### src/rtl/fifo_wr_arbiter.sv
// Round-robin write arbiter sharing one FIFO_LIFO write port among NREQ producers.
// States: IDLE | arbitrating, no grant ; BURST | port owned by gnt_idx. Optional ARB_COUNT_EN adds Words_cnt.
module fifo_wr_arbiter #(
  parameter int NREQ      = 4,
  parameter int SIZE      = 8,
  parameter int BURST_LEN = 4,
  parameter int GNT_W     = 2,
  parameter int CNT_W     = 3
) (
  input  logic                 Wr_clk,
  input  logic                 RST,
  input  logic [NREQ-1:0]      Req,
  input  logic [NREQ*SIZE-1:0] Data_in,
  input  logic                 Full_in,
  output logic [NREQ-1:0]      Ack,
  output logic [NREQ-1:0]      Gnt,
  output logic                 Busy,
  output logic                 Wr_En_out,
  output logic [SIZE-1:0]      Data_out
`ifdef ARB_COUNT_EN
  ,
  output logic [15:0]          Words_cnt
`endif
);

  typedef enum logic {IDLE, BURST} state_t;

  state_t            state, state_nxt;
  logic [GNT_W-1:0]  gnt_idx, last_idx, pick_idx;
  logic [CNT_W-1:0]  burst_cnt;
  logic [NREQ-1:0]   gnt_oh;
  logic              pick_found, req_gnt, accept, burst_last;

  // Search starts just after the last winner so it gets lowest priority.
  always_comb begin : arb_pick
    logic [GNT_W-1:0] cand;
    cand       = '0;
    pick_found = 1'b0;
    pick_idx   = '0;
    for (int k = 1; k <= NREQ; k++) begin
      cand = GNT_W'((int'(last_idx) + k) % NREQ);
      if (!pick_found && Req[cand]) begin
        pick_found = 1'b1;
        pick_idx   = cand;
      end
    end
  end

  always_comb begin
    gnt_oh   = '0;
    Data_out = '0;
    for (int i = 0; i < NREQ; i++) begin
      gnt_oh[i] = (gnt_idx == GNT_W'(i));
      if (gnt_idx == GNT_W'(i)) Data_out = Data_in[i*SIZE +: SIZE];
    end
  end

  assign req_gnt    = |(Req & gnt_oh);
  assign accept     = (state == BURST) && req_gnt && !Full_in && !RST;
  assign burst_last = (burst_cnt == CNT_W'(BURST_LEN - 1));

  always_comb begin
    state_nxt = state;
    Wr_En_out = accept;
    Ack       = accept ? gnt_oh : '0;
    Gnt       = (state == BURST) ? gnt_oh : '0;
    Busy      = (state == BURST);
    case (state)
      IDLE:  if (pick_found) state_nxt = BURST;
      BURST: begin
        if (accept && burst_last) state_nxt = IDLE;
        else if (!req_gnt)        state_nxt = IDLE;
      end
      default: state_nxt = IDLE;
    endcase
  end

  always_ff @(posedge Wr_clk) begin
    if (RST) begin
      state     <= IDLE;
      gnt_idx   <= '0;
      last_idx  <= GNT_W'(NREQ - 1);
      burst_cnt <= '0;
    end else begin
      state <= state_nxt;
      if (state == IDLE && pick_found) begin
        gnt_idx   <= pick_idx;
        last_idx  <= pick_idx;
        burst_cnt <= '0;
      end else if (accept) begin
        burst_cnt <= burst_cnt + 1'b1;
      end
    end
  end

`ifdef ARB_COUNT_EN
  always_ff @(posedge Wr_clk) begin
    if (RST)                                     Words_cnt <= '0;
    else if (Wr_En_out && Words_cnt != 16'hFFFF) Words_cnt <= Words_cnt + 16'd1;
  end
`endif

endmodule
### config.mk
export PLATFORM = sky130hd
export DESIGN_NAME = fifo_wr_arbiter
export DESIGN_NICKNAME = d
export VERILOG_FILES = /design/src/rtl/fifo_wr_arbiter.sv
export SDC_FILE = /design/constraint.sdc
export NUM_CORES = 1
export LEC_CHECK = 0
export CAP_MARGIN = 10
export CORE_ASPECT_RATIO = 0.5
export CORE_MARGIN = 2
export CORE_UTILIZATION = 25
export DETAILED_ROUTE_END_ITERATION = 10
export PLACE_DENSITY_LB_ADDON = 0.15
export SETUP_SLACK_MARGIN = 0.05
export SYNTH_ARGS = -nofsm -noshare
export SYNTH_HDL_FRONTEND = slang
export SYNTH_SLANG_ARGS = --single-unit
### constraint.sdc
create_clock -name Wr_clk -period 1.5 [get_ports Wr_clk]
set_input_delay 0.3 -clock Wr_clk [delete_from_list [all_inputs] [get_ports Wr_clk]]
set_output_delay 0.3 -clock Wr_clk [all_outputs]
set_load 0.01 [all_outputs]
Yosys cells after proc, flatten, opt, wreduce, memory -nomap -nowiden
Index checks and enable logic that the tools add are counted.
- bits in latches: 0
- bits of input ports: 39
- bits in registers: 8
- output and inout bits: 18
- memory bits (read-only): 0
- memories: 0
- logic and storage cells: 61
- memory bits (writable): 0
- divide/modulo/power cells: 0
- order comparisons: 4
- reductions and logical operators: 16
- multiplexer cells: 26
- shifts and indexed selects: 0
- add/subtract/negate cells: 5
- equality and inequality tests: 4
- bitwise operators: 2
- multipliers: 0
- operators with widths (operator ; count):
    2-to-1 mux 8 bit ; 4
    less-than comparator 2 x 3 -> 1 bit (second input constant) ; 4
    2-to-1 mux 1 bit ; 11
    binary-select mux 1 bit (select 2 bit) ; 4
    logical AND 1 bit ; 8
    2-to-1 mux 2 bit ; 4
    2-to-1 mux 4 bit ; 2
    zero test 1 bit ; 5
    adder 2 x 1 -> 2 bit (second input constant) ; 2
    adder 2 bit (second input constant) ; 2
    bitwise AND 4 bit ; 1
    equality test 2 bit (second input constant) ; 2
    OR reduction 4 bit ; 1
    adder 3 x 1 -> 3 bit (second input constant) ; 1
    equality test 3 x 2 -> 1 bit (second input constant) ; 1
    equality test 2 x 1 -> 1 bit (second input constant) ; 1
    zero test 2 bit ; 1
    case mux 1 bit (2 select lines) ; 1
    OR reduction 2 bit ; 1
    inverter 1 bit ; 1

Depth between registers and ports, before layout
Gate-level depths: netlist of run 1.
- word-level depth: 15
- mapped depth: 5

Least setup slack after synthesis of run 1
No wires, ideal clock.
- path kind: reg-to-output
- from: register gnt_idx[0]
- to: output Data_out[1]
- path slack: -0.127 ns
- data arrival time: 1.327 ns
- stages on the path, launching flop included: 4
- data required time: 1.200 ns
- cell sequence: dfxtp_1 buf_6 clkbuf_1 mux4_2
- word-level cells in the longest chain between the ends: 5
- RTL lines (element ; line ; RTL):
    start: declaration ; 29 ; logic [GNT_W-1:0] gnt_idx, last_idx, pick_idx;
    start signal: assignment ; 87 ; gnt_idx <= pick_idx;
    zero test 2 bit ; 54 ; if (gnt_idx == GNT_W'(i)) Data_out = Data_in[i*SIZE +: SIZE];
    2-to-1 mux 8 bit (3 in a row) ; 54 ;
    2-to-1 mux 8 bit * ; 54 ;
    end: declaration ; 19 ; output logic [SIZE-1:0] Data_out
Every way passes the cells marked *; elsewhere a longest branch is shown, timed or not.

Worst setup path after layout of run 1
- from: register gnt_idx[0]
- to: output Wr_En_out
- word-level cells in the longest chain between the ends: 6
- RTL lines (element ; line ; RTL):
    equality test 2 x 1 -> 1 bit, or another cell as far along ; 53 ; gnt_oh[i] = (gnt_idx == GNT_W'(i));
    bitwise AND 4 bit * ; 58 ; assign req_gnt = |(Req & gnt_oh);
    OR reduction 4 bit * ; 58 ;
    logical AND 1 bit * (3 in a row) ; 59 ; assign accept = (state == BURST) && req_gnt && !Full_in && !RST;
    end: declaration ; 18 ; output logic Wr_En_out,
Marks and branches as above.

==> flow_metrics.tcl, run 1 <==
set metrics [dict create \
    drive_gt1_frac 0.475 \
    clkLatencyLatePin_ps 230 \
    synth-seq-cells 8 \
    antenna_found_initial 0 \
    grt_pass1_vias 977 \
    hold_class "reg -> reg" \
    port-buffer-count 56 \
    power_w 0.00114 \
    cellLeakagePower_nw 0.746 \
    hold_end "burst_cnt[2]$_SDFFE_PP0N_" \
    die_y_um 43.7 \
    vias 939 \
    viasPerCell 4.65 \
    yosysWarningCount 0 \
    clk_pin_slew_worst_paths_ps 40 \
    rrSetupSlack_ps -200 \
    period_share 1.16 \
    cts-root-buf "clkbuf_8" \
    powerDensity_nw_per_um2 670 \
    ir_worst_vdd_mv 0.529 \
    rsz0062_at_grt "true" \
    drc 0 \
    hold-path-cell-count 2 \
    hold_viol 0 \
    cp_max_fo 4 \
    synth.avg_cell_area_um2 9.75 \
    cap_violations 0 \
    seqPwrFrac 0.232 \
    std_cell_rows 14 \
    finalWirelength_mm 2.81 \
    drv_slew 0 \
    swShare 0.299 \
    grt_pass1_wl_mm 4.37 \
    fin_worst_skew_ps 3.47 \
    clkSinkCount 8 \
    diodes 0 \
    synth_cells 81 \
    synth_fp_nets 122 \
    hold_buffers 0 \
    ys_seq_area_frac 0.203 \
    synth_cell_types 39 \
    cts_buffer_depth 2 \
    clkPwrFrac 0.228 \
    intPower_w 0.000797 \
    fmax_mhz 576 \
    postRouteAntennaNets 0 \
    tightest_slew_ps 332 \
    grt_max_degree 17 \
    wire_per_inst_um 13.9 \
    dieArea_um2 3650 \
    overflow 0 \
    hold_ws_ps 490 \
    r2r-start "gnt_idx[0]$_SDFFE_PP0P_" \
    boundaryPins 57 \
    violations "negative setup slack" \
    nets 205 \
    hpwl_mm 1.99 \
    outcome "finished with violations" \
    pre_cts_ws_ps -652 \
    fp.dieW_um 83.5 \
    critPathArrivalTime_ps 1440 \
    p_switching_w 0.000339 \
    setup_ws_ps -237 \
    cp-start-kind "flop" \
    area_growth_pct 115 \
    cts_made_buffers 3 \
    gp_congestion 0.787 \
    cts_tree "yes" \
    core_um2 3010 \
    reg2reg_depth 7 \
    grt_usage 0.148 \
    slew_headroom 0.775 \
    r2r_end "burst_cnt[1]$_SDFFE_PP0N_" \
    crit_type "reg -> out" \
    period_needed_ps 1740 \
    crit_path_end_kind "output pin" \
    first_pass_iters 4 \
    p_comb_frac 0.540 \
    setup_violations 16 \
    drt_iter0_drc 20 \
    hp-start "burst_cnt[2]$_SDFFE_PP0N_" \
    htree_levels 1 \
    cp.required_ps 1200 \
    synth_area_um2 790 \
    initial_utilization 0.262 \
]
Yosys cell counts, drive strengths merged:
master | n | area share
a21oi | 2 | 0.013
a311oi | 1 | 0.011
a31oi | 2 | 0.024
and2 | 1 | 0.0079
and3 | 2 | 0.016
and3b | 2 | 0.022
and4b | 1 | 0.013
buf | 3 | 0.025
clkbuf | 4 | 0.019
dfxtp | 8 | 0.20
ha | 2 | 0.032
inv | 6 | 0.029
mux2i | 1 | 0.013
mux4 | 9 | 0.28
nand2 | 6 | 0.038
nand2b | 2 | 0.016
nand3 | 1 | 0.0063
nor2 | 7 | 0.033
nor2b | 1 | 0.0079
nor3 | 4 | 0.025
nor3b | 2 | 0.025
nor4b | 1 | 0.011
o211ai | 2 | 0.019
o21ai | 3 | 0.019
o221ai | 1 | 0.011
o22a | 1 | 0.011
o22ai | 1 | 0.0079
o311ai | 1 | 0.011
o41ai | 1 | 0.021
or2 | 1 | 0.0079
or3b | 1 | 0.011
xor2 | 1 | 0.011
area by class of cell:
cell class | instances | area (µm²)
clock buffer | 3 | 41.3
multi-input combinational | 60 | 617
fill | 281 | 1320
inverter | 6 | 25.0
timing repair buffer | 85 | 798
sequential | 8 | 165
tap | 40 | 50.0
power groups by stage:
stage / sequential, W / combinational (W) / clock, W
global placement: 0.000261 / 0.000531 / 0
global route: 0.000267 / 0.000655 / 0.000272
finish: 0.000263 / 0.000614 / 0.000259
floorplan: 0.000245 / 0.000248 / 0
CTS: 0.000262 / 0.000578 / 0.000268
detailed placement: 0.000261 / 0.000535 / 0
worst max path at each step:
stage                            startpoint          end  slack, ps  depth (start not counted)
floorplan           gnt_idx[0]$_SDFFE_PP0P_  Data_out[1]         50                          3
global placement                     Req[3]    Wr_En_out       -650                          5
detailed placement                   Req[3]    Wr_En_out       -650                          5
CTS                 gnt_idx[0]$_SDFFE_PP0P_  Data_out[2]       -270                          4
global route        gnt_idx[0]$_SDFFE_PP0P_    Wr_En_out       -270                          4
finish              gnt_idx[0]$_SDFFE_PP0P_    Wr_En_out       -240                          4
routing by layer:
| metal | vias to the layer above | part of all wire | global-route usage |
|---|---|---|---|
| met5 | - | 0 | 0 |
| met4 | 0 | 0.011 | 0.0516 |
| met3 | 5 | 0.059 | 0.0267 |
| met2 | 27 | 0.48 | 0.258 |
| met1 | 436 | 0.45 | 0.190 |
| li1 | 471 | - | - |
sequential cells by signal, summed over array words and instances, names as in the netlist:
signal	flops
Busy	1
last_idx	2
burst_cnt	3
gnt_idx	2
metrics by stage:
step	util	instance area (µm²)	setup TNS, ps	std cells
6_report	0.563	1700	-2430	202
5_1_grt	0.563	1700	-3130	202
4_1_cts	0.538	1620	-3070	201
3_5_place_dp	0.508	1530	-9470	188
3_3_place_gp	0.508	1530	-9180	188
2_1_floorplan	-	801	0	81
placed cells by master, fill, tap and decap left out, types with 2 or more instances in the layout:
cell	count
buf_2	9
nand2b_1	2
clkbuf_8	3
buf_12	3
buf_6	14
nand2_4	2
clkdlybuf4s50_1	32
nor2_1	5
nor3_1	3
ha_1	2
o211ai_1	2
nand2_1	3
buf_4	20
dfxtp_1	6
and3b_1	2
mux4_2	9
inv_1	5
o21ai_0	3
dlygate4sd2_1	5
worst max-delay path: stages, from the launching register on:
cell and delay (ps):
dfxtp_4 390, mux4_2 570, nand2_4 100, inv_4 30, buf_6 110
logic make-up after synthesis:
group / synth area share
simple gates: 0.241
compound gates: 0.147
buf+inv: 0.0729
mux: 0.293
flops: 0.203
fa+ha+maj: 0.0317
xor+xnor: 0.0111
repair_timing:
| item | 4_1_cts | 5_1_grt |
|---|---|---|
| resized for setup | 98 | 19 |
| buffers inserted | 9 | 4 |
| cloned | 1 | 0 |
| setup endpoints to repair | 25 | 22 |
| pin swaps | 9 | 8 |
Power figures use the tool's default switching activity.
==> run 2: changes to the inputs <==
--- a/config.mk
+++ b/config.mk
@@ -9,6 +9,7 @@
 export CORE_ASPECT_RATIO = 0.5
 export CORE_MARGIN = 2
 export CORE_UTILIZATION = 25
+export CTS_BUF_LIST = sky130_fd_sc_hd__clkbuf_16
 export DETAILED_ROUTE_END_ITERATION = 10
 export PLACE_DENSITY_LB_ADDON = 0.15
 export SETUP_SLACK_MARGIN = 0.05
==> run 2 against run 1 <==
  * The run still ends with negative setup slack left
  * Core utilization grew 1.1 points
  * Clock skew shrank 1.1 ps
  * Clock power grew 69%
  * Critical path depth is the same
  * Via count grew 0.21%
  * First-iteration DRC count shrank 35%
==> flow_metrics.tcl, run 2 (synthesis gave the netlist of run 1 again) <==
set metrics [dict create \
    outcome "finished with violations" \
    violations "negative setup slack" \
    rsz0062_at_grt "true" \
    clkLatencyLatePin_ps 230 \
    initial_utilization 0.262 \
    largest_reg_flops 3 \
    cellLeakagePower_nw 0.762 \
    setup_ws_ps -232 \
    viasPerCell 4.66 \
    top_regs "burst_cnt x3, gnt_idx x2, last_idx x2" \
    cts_tree "yes" \
    power_w 0.00132 \
    crit_path_end_kind "output pin" \
    fin_worst_skew_ps 2.38 \
    finalWirelength_mm 2.82 \
    cts_made_buffers 3 \
    diodes 0 \
    boundaryPins 57 \
    slew_headroom 0.774 \
    hold_viol 0 \
    cts_buffer_depth 2 \
    use_met1 0.190 \
    top_register "burst_cnt" \
    htree_levels 1 \
    postRouteAntennaNets 0 \
    grt_pass1_wl_mm 4.35 \
    drv_slew 0 \
    gp_congestion 0.787 \
    nets 205 \
    wire_per_inst_um 13.9 \
    setup_violations 15 \
    final_common_cell "clkdlybuf4s50_1" \
    hold_class "reg -> reg" \
    port-buffer-count 56 \
    drt_iter0_drc 13 \
    clk_pin_slew_worst_paths_ps 40 \
    first_pass_iters 4 \
    grt_busiest_layer "met2" \
    tightest_slew_ps 334 \
    cap_violations 0 \
    drive_gt1_frac 0.475 \
    powerDensity_nw_per_um2 761 \
    period_share 1.15 \
    layout_common_cells "clkdlybuf4s50_1 (32), buf_4 (20), buf_6 (14), mux4_2 (9), buf_2 (9)" \
    critPathArrivalTime_ps 1430 \
    fmax_mhz 578 \
    place_area_um2 1530 \
    antenna_found_initial 0 \
    drc 0 \
    crit_type "reg -> out" \
    cts-root-buf "clkbuf_16" \
    std_cell_rows 14 \
    vias 941 \
    clkSinkCount 8 \
    ir_worst_vdd_mv 0.644 \
    period_needed_ps 1730 \
    hpwl_mm 1.99 \
    area_growth_pct 119 \
    fp.dieW_um 83.5 \
    cp_max_fo 4 \
    use_met3 0.0267 \
    grt_usage 0.146 \
    core_um2 3010 \
    cp-start-kind "flop" \
    cp.required_ps 1200 \
    die_y_um 43.7 \
    grt_util_met2 0.258 \
    design_area_um2 1730 \
    n_fill_cell 274 \
    grt_max_degree 17 \
    overflow 0 \
    dieArea_um2 3650 \
    hold_buffers 0 \
    grt_pass1_vias 974 \
]
## run 2: cell count changes in the layout (fill, tap and decap cells not counted)
cell / previous run / this run
clkbuf_16: 0 / 3
clkbuf_8: 3 / 0
## run 2: final timing paths
kind | startpoint | to | slack [ps] | depth (start not counted)
setup / recovery | gnt_idx[0]$_SDFFE_PP0P_ | Wr_En_out | -230 | 4
hold / removal | burst_cnt[2]$_SDFFE_PP0N_ | burst_cnt[2]$_SDFFE_PP0N_ | 490 | 2
setup reg to reg | gnt_idx[0]$_SDFFE_PP0P_ | burst_cnt[1]$_SDFFE_PP0N_ | -200 | 7
hold reg to reg | burst_cnt[2]$_SDFFE_PP0N_ | burst_cnt[2]$_SDFFE_PP0N_ | 490 | 2
## run 2: what timing repair did
action	in CTS	in global routing
buffers inserted	9	4
endpoints found under the hold margin	0	0
gates resized for setup	98	19
setup endpoints to repair	25	22
pin swaps	9	8
cloned	1	0
## run 2: critical path, cell delays in order, from the launching register on
cell	delay, ps
dfxtp_4	380
mux4_2	570
nand2_4	100
inv_4	30
buf_6	110
## run 2: through the flow
step	TNS (ps)	instances	setup slack, ps	hold WS, ps	util
final	-2370	202	-232	489	0.574
after global routing	-3100	202	-267	520	0.574
after CTS	-3040	201	-270	484	0.549
after detailed placement	-9470	188	-652	479	0.508
after global placement	-9180	188	-647	476	0.508
after floorplan	0	81	50.6	468	-
## run 2: layout make-up
class / count / area, µm² / area share
clock buffers: 3 / 75.1 / 0.0434
inverters: 6 / 25.0 / 0.0145
multi-input cells: 60 / 617 / 0.356
flip-flops and latches: 8 / 165 / 0.0954
well taps: 40 / 50.0 / 0.0289
repair buffers: 85 / 798 / 0.461
## run 2: report_power, final
part / leakage, nW / switching, W / internal [W]
Combinational: 0.658 / 0.000225 / 0.000390
Clock: 0.0370 / 0.0000960 / 0.000343
Sequential: 0.0666 / 0.0000294 / 0.000234
## run 2: routing by layer
| metal | wire length (µm) | vias up |
|---|---|---|
| met4 | 5 | 0 |
| met3 | 173 | 2 |
| li1 | - | 471 |
| met5 | 0 | - |
| met2 | 1380 | 26 |
| met1 | 1250 | 442 |
